`src/rtl/imem_access_arbiter_if.sv`:
```
// imem_access_arbiter_if: fetch, loader and Memory32 signals of the instruction-memory arbiter
interface imem_access_arbiter_if #(
   parameter int ADDRESS_WIDTH     = 9,
   parameter int INSTRUCTION_WIDTH = 32
);
   logic                         fetch_req;
   logic [ADDRESS_WIDTH-1:0]     fetch_addr;
   logic                         fetch_gnt;
   logic                         fetch_valid;
   logic [INSTRUCTION_WIDTH-1:0] fetch_instr;
   logic                         load_req;
   logic [ADDRESS_WIDTH-1:0]     load_addr;
   logic [INSTRUCTION_WIDTH-1:0] load_data;
   logic                         load_lock;
   logic                         load_gnt;
   logic                         locked;
   logic [31:0]                  mem_read_addr;
   logic [31:0]                  mem_write_addr;
   logic [INSTRUCTION_WIDTH-1:0] mem_data_in;
   logic                         mem_we;
   logic [INSTRUCTION_WIDTH-1:0] mem_data_out;
   modport master (
      output fetch_req, fetch_addr, load_req, load_addr, load_data, load_lock, mem_data_out,
      input  fetch_gnt, fetch_valid, fetch_instr, load_gnt, locked,
             mem_read_addr, mem_write_addr, mem_data_in, mem_we
   );
   modport slave (
      input  fetch_req, fetch_addr, load_req, load_addr, load_data, load_lock, mem_data_out,
      output fetch_gnt, fetch_valid, fetch_instr, load_gnt, locked,
             mem_read_addr, mem_write_addr, mem_data_in, mem_we
   );
endinterface

```
`src/rtl/imem_access_arbiter.sv`:
```
// imem_access_arbiter: shares one Memory32 instruction store between the fetch (read) and loader (write) ports
module imem_access_arbiter #(
   parameter int ADDRESS_WIDTH     = 9,
   parameter int INSTRUCTION_WIDTH = 32,
   parameter int MAX_LOAD_BURST    = 4
) (
   input  logic                  clk,
   input  logic                  reset,
   imem_access_arbiter_if.slave  bus
);
   localparam logic [1:0] SHARED    = 2'd0;
   localparam logic [1:0] LOCK_WAIT = 2'd1;
   localparam logic [1:0] LOCKED    = 2'd2;
   localparam int BW = $clog2(MAX_LOAD_BURST + 1);
   localparam logic [BW-1:0] BURST_MAX = BW'(MAX_LOAD_BURST);

   logic [1:0]    state_q, state_d;
   logic          last_load_q, last_load_d;
   logic [BW-1:0] burst_q, burst_d;
   logic          fetch_prev_q;
   logic          fetch_valid_q;
   logic          fetch_win;
   logic          fetch_gnt;
   logic          load_gnt;
   logic          valid;

   // Tie-break: a saturated burst forces fetch, a freshly raised fetch yields to the loader, otherwise round-robin
   assign fetch_win = (burst_q == BURST_MAX) || (fetch_prev_q && last_load_q);

   // Grants: arbitrated in SHARED, loader-only otherwise, nothing while in reset
   always_comb begin
      fetch_gnt = 1'b0;
      load_gnt  = 1'b0;
      if (!reset) begin
         fetch_gnt = (state_q == SHARED) && bus.fetch_req && (!bus.load_req || fetch_win);
         load_gnt  = bus.load_req && !fetch_gnt;
      end
   end

   // Next state; LOCK_WAIT never grants fetch, so nothing is in flight once it has lasted one cycle
   always_comb begin
      state_d     = (state_q == SHARED) ? (bus.load_lock ? LOCK_WAIT : SHARED) :
                    (bus.load_lock && (state_q == LOCK_WAIT || state_q == LOCKED)) ? LOCKED : SHARED;
      last_load_d = fetch_gnt ? 1'b0 : (load_gnt ? 1'b1 : last_load_q);
      burst_d     = (fetch_gnt || state_q == LOCKED || state_d == LOCKED) ? '0 :
                    (load_gnt && bus.fetch_req && burst_q != BURST_MAX) ? burst_q + 1'b1 : burst_q;
   end

   // State, arbitration history and read-response registers
   always_ff @(posedge clk) begin
      if (reset) begin
         state_q       <= SHARED;
         last_load_q   <= 1'b1;
         burst_q       <= '0;
         fetch_prev_q  <= 1'b0;
         fetch_valid_q <= 1'b0;
      end else begin
         state_q       <= state_d;
         last_load_q   <= last_load_d;
         burst_q       <= burst_d;
         fetch_prev_q  <= bus.fetch_req;
         fetch_valid_q <= fetch_gnt;
      end
   end

   assign valid              = fetch_valid_q && !reset;
   assign bus.fetch_gnt      = fetch_gnt;
   assign bus.load_gnt       = load_gnt;
   assign bus.mem_we         = load_gnt;
   assign bus.fetch_valid    = valid;
   assign bus.fetch_instr    = valid ? bus.mem_data_out : {INSTRUCTION_WIDTH{1'b0}};
   assign bus.locked         = (state_q == LOCKED);
   assign bus.mem_read_addr  = {{(32-ADDRESS_WIDTH){1'b0}}, bus.fetch_addr};
   assign bus.mem_write_addr = {{(32-ADDRESS_WIDTH){1'b0}}, bus.load_addr};
   assign bus.mem_data_in    = bus.load_data;
endmodule
```
`src/flat_wrapper.sv`:
```
// flat-port wrapper written by rule: the top's interface ports become plain ports
module imem_access_arbiter_flat 
#(
   parameter int ADDRESS_WIDTH     = 9,
   parameter int INSTRUCTION_WIDTH = 32,
   parameter int MAX_LOAD_BURST    = 4
)
  (clk, reset, bus_fetch_req, bus_fetch_addr, bus_load_req, bus_load_addr, bus_load_data, bus_load_lock, bus_mem_data_out, bus_fetch_gnt, bus_fetch_valid, bus_fetch_instr, bus_load_gnt, bus_locked, bus_mem_read_addr, bus_mem_write_addr, bus_mem_data_in, bus_mem_we);
  imem_access_arbiter_if #(.ADDRESS_WIDTH(ADDRESS_WIDTH), .INSTRUCTION_WIDTH(INSTRUCTION_WIDTH)) bus_i ();
  input  logic clk;
  input  logic reset;
  input wire logic [$bits(bus_i.fetch_req)-1:0] bus_fetch_req;
  input wire logic [$bits(bus_i.fetch_addr)-1:0] bus_fetch_addr;
  input wire logic [$bits(bus_i.load_req)-1:0] bus_load_req;
  input wire logic [$bits(bus_i.load_addr)-1:0] bus_load_addr;
  input wire logic [$bits(bus_i.load_data)-1:0] bus_load_data;
  input wire logic [$bits(bus_i.load_lock)-1:0] bus_load_lock;
  input wire logic [$bits(bus_i.mem_data_out)-1:0] bus_mem_data_out;
  output wire logic [$bits(bus_i.fetch_gnt)-1:0] bus_fetch_gnt;
  output wire logic [$bits(bus_i.fetch_valid)-1:0] bus_fetch_valid;
  output wire logic [$bits(bus_i.fetch_instr)-1:0] bus_fetch_instr;
  output wire logic [$bits(bus_i.load_gnt)-1:0] bus_load_gnt;
  output wire logic [$bits(bus_i.locked)-1:0] bus_locked;
  output wire logic [$bits(bus_i.mem_read_addr)-1:0] bus_mem_read_addr;
  output wire logic [$bits(bus_i.mem_write_addr)-1:0] bus_mem_write_addr;
  output wire logic [$bits(bus_i.mem_data_in)-1:0] bus_mem_data_in;
  output wire logic [$bits(bus_i.mem_we)-1:0] bus_mem_we;
  assign bus_i.fetch_req = bus_fetch_req;
  assign bus_i.fetch_addr = bus_fetch_addr;
  assign bus_i.load_req = bus_load_req;
  assign bus_i.load_addr = bus_load_addr;
  assign bus_i.load_data = bus_load_data;
  assign bus_i.load_lock = bus_load_lock;
  assign bus_i.mem_data_out = bus_mem_data_out;
  assign bus_fetch_gnt = bus_i.fetch_gnt;
  assign bus_fetch_valid = bus_i.fetch_valid;
  assign bus_fetch_instr = bus_i.fetch_instr;
  assign bus_load_gnt = bus_i.load_gnt;
  assign bus_locked = bus_i.locked;
  assign bus_mem_read_addr = bus_i.mem_read_addr;
  assign bus_mem_write_addr = bus_i.mem_write_addr;
  assign bus_mem_data_in = bus_i.mem_data_in;
  assign bus_mem_we = bus_i.mem_we;
  imem_access_arbiter #(.ADDRESS_WIDTH(ADDRESS_WIDTH), .INSTRUCTION_WIDTH(INSTRUCTION_WIDTH), .MAX_LOAD_BURST(MAX_LOAD_BURST)) u_core (.clk(clk), .reset(reset), .bus(bus_i));
endmodule
```
`config.mk`:
```
export PLATFORM = sky130hd
export DESIGN_NAME = imem_access_arbiter_flat
export DESIGN_NICKNAME = d
export VERILOG_FILES = /design/src/rtl/imem_access_arbiter_if.sv /design/src/rtl/imem_access_arbiter.sv /design/src/flat_wrapper.sv
export SDC_FILE = /design/constraint.sdc
export NUM_CORES = 1
export LEC_CHECK = 0
export ABC_AREA = 1
export CAP_MARGIN = 20
export CORE_MARGIN = 10
export CORE_UTILIZATION = 22
export DETAILED_ROUTE_END_ITERATION = 8
export GPL_TIMING_DRIVEN = 0
export PLACE_DENSITY = 0.79
export SLEW_MARGIN = 15
export SYNTH_ARGS = -nofsm -noshare
export SYNTH_HDL_FRONTEND = slang
export SYNTH_SLANG_ARGS = --single-unit
```
`constraint.sdc`:
```
create_clock -name clk -period 1.3 [get_ports clk]
set_input_delay 0.26 -clock clk [delete_from_list [all_inputs] [get_ports clk]]
set_output_delay 0.26 -clock clk [all_outputs]
set_load 0.02 [all_outputs]
```
==> results_dict.tcl <==
set metrics [dict create \
    ys_warn_count 0 \
    drtIter0Drc 14 \
    crit_slowest_cell "dfxtp_2" \
    finalCriticalPeriod_ps 1610 \
    fin_nets 516 \
    maxCapViolations 0 \
    cts-root-buf "clkbuf_8" \
    synth.avg_cell_area_um2 6.50 \
    route.vias.total 1752 \
    cts_tree "built" \
    timing.critical_path.cells "inv_2 -> ha_4 -> nand2_4 -> nand3_4 -> nand2_4 -> inv_4 -> nor3_4 -> buf_6 -> buf_6" \
    dp_hpwl_um 6000 \
    chipWidth_um 103 \
    grt_overflow 0 \
    hp-class "primary input to register" \
    slowest_delay_ps 330 \
    max_freq_mhz 621 \
    diodes 0 \
    antenna_found_initial 0 \
    path_max_fanout 3 \
    grtUsageTotal_pct 11.1 \
    core_mm2 0.00672 \
    multi_input_area_um2 830 \
    required_ps 1040 \
    num_rows 30 \
    powerDensity_mw_per_mm2 457 \
    viasPerCell 3.48 \
    reg2reg_depth 12 \
    final_core_util_pct 53.1 \
    clk_latency_ps 230 \
    wl_met3_um 681 \
    timing_hold_violations_final 0 \
    dr.pass1.iters 4 \
    cts_buffers 3 \
    routed_wl_um 7220 \
    die_area_mm2 0.0106 \
    grt_first_pass_wirelength_um 9360 \
    netlist_area_mm2 0.00151 \
    yosysUniqueCellTypes 20 \
    start_kind "register" \
    hold_depth 2 \
    cts.path.max_buffers 2 \
    io_buffers 122 \
    p_leak_nw 1.89 \
    cp.arrival_ps 1350 \
    drive_above_1_share_pct 52.7 \
    rsz0062_at_grt "true" \
    wl_met1_um 1860 \
    syn_to_final_growth_pct 137 \
    failed_checks "setup timing" \
    critPathKind "register to output pin" \
    wl_met2_um 4560 \
    ys_seq_elements 8 \
    rrSetupSlack_ps -70 \
    dp_slack_ps -945 \
    ir_worst_vdd_mv 0.414 \
    initial_core_util_pct 22.4 \
    clock-sinks 8 \
    drc_errors 0 \
    setup_viol 25 \
    fin_crit_sh_pct 124 \
    cp-end-kind "output pin" \
    ant_nets 0 \
    grt_pass1_vias 1706 \
    setup_ws_ps -310 \
    fill_cells 616 \
    globalplace.congestion 0.778 \
    regArea_um2 165 \
    ys_seq_area_share_pct 10.6 \
    die_y_um 103 \
    clkTransAtPathRegs_ps 40 \
    path_buf_inv 4 \
    cpLargestDelayFamily "flip-flops" \
    avgRoutedWirePerCell_um 14.4 \
    grt_max_degree 9 \
    synth_cells 232 \
    ctsHoldBuffers 0 \
    cts.htree.levels 1 \
    slew_violations 0 \
    fin_worst_skew_ps 0.741 \
    cp.depth 9 \
    ios 220 \
    highest_layer "met4" \
    status "finished, violations left" \
]
[cell type report]
| type | instances | area share [%] |
|---|---|---|
| flip-flops and latches | 8 | 4.63 |
| repair buffers | 143 | 40.8 |
| well taps | 80 | 2.80 |
| multi-input cells | 116 | 23.2 |
| clock buffers | 3 | 1.16 |
| plain buffers | 101 | 21.9 |
| inverters | 52 | 5.54 |
[repair_timing]
action | in CTS | in global routing
cloned | 2 | 0
resized for setup | 253 | 58
pin swaps | 6 | 6
buffers inserted | 15 | 6
setup endpoints to repair | 37 | 39
[where the power goes]
| group | leakage (nW) | internal, W | total (W) | switching (W) |
|---|---|---|---|---|
| clock network | 0.0216 | 0.000200 | 0.000296 | 0.0000953 |
| logic | 1.80 | 0.000558 | 0.00107 | 0.000514 |
| registers | 0.0673 | 0.000258 | 0.000263 | 0.00000528 |
| total | 1.89 | 0.00102 | 0.00163 | 0.000614 |
[path summary, 6_finish.rpt]
| check | start | to |
|---|---|---|
| setup / recovery | u_core.burst_q[0]$_SDFFE_PP0P_ | bus_mem_we |
| hold / removal | reset | u_core.state_q[1]$_SDFF_PP0_ |
| setup reg to reg | u_core.burst_q[1]$_SDFFE_PP0P_ | u_core.last_load_q$_SDFFE_PP1P_ |
| hold reg to reg | u_core.last_load_q$_SDFFE_PP1P_ | u_core.last_load_q$_SDFFE_PP1P_ |
[Yosys cell counts, drive strengths merged]
| cell type | instances | share of area (%) |
|---|---|---|
| nand3 | 3 | 1.7 |
| conb | 1 | 0.25 |
| nand4 | 3 | 1.2 |
| nand3b | 1 | 0.50 |
| dfxtp | 8 | 11 |
| nor2 | 42 | 12 |
| nand2 | 15 | 4.7 |
| o31ai | 1 | 0.50 |
| nor3 | 1 | 0.33 |
| inv | 52 | 13 |
| buf | 101 | 51 |
| ha | 4 | 3.3 |
[registers in the layout (all words and copies together) (netlist names)]
name and count:
u_core.burst_q 3, u_core.state_q 2, u_core.fetch_prev_q 1, u_core.fetch_valid_q 1
u_core.last_load_q 1
[layout by cell type, fill, tap and decap left out, drive strengths merged, types with 2 or more instances in the layout]
| cell | count |
|---|---|
| buf | 159 |
| clkdlybuf4s50 | 83 |
| inv | 52 |
| conb | 46 |
| nor2 | 42 |
| nand2 | 15 |
| dfxtp | 8 |
| ha | 4 |
| nand4 | 3 |
| clkbuf | 3 |
| nand3 | 3 |
| dlygate4sd2 | 2 |
[per-layer routing]
metal	GRT usage [%]	vias up
li1	-	895
met3	2.82	9
met2	24.7	71
met4	1.93	0
met1	9.43	777
met5	0	-
[per-stage QoR]
stage | TNS (ps) | power, W | hold WS (ps) | std cells | instance area (um^2)
6_report | -2980 | 0.00163 | 260 | 503 | 3570
3_5_place_dp | -17450 | 0.00121 | 451 | 479 | 3030
5_1_grt | -4820 | 0.00172 | 273 | 503 | 3570
4_1_cts | -2900 | 0.00158 | 257 | 499 | 3320
3_3_place_gp | -16990 | 0.00120 | 454 | 479 | 3030
2_1_floorplan | -285 | 0.000863 | 367 | 277 | 1710
[logic make-up after synthesis]
family | count (synthesis) | synth area share [%]
buf+inv | 153 | 64.4
compound gates | 1 | 0.498
flops | 8 | 10.6
simple gates | 65 | 20.9
other cells | 1 | 0.249
fa+ha+maj | 4 | 3.32
Note: power is estimated with default switching activity, not from simulation.
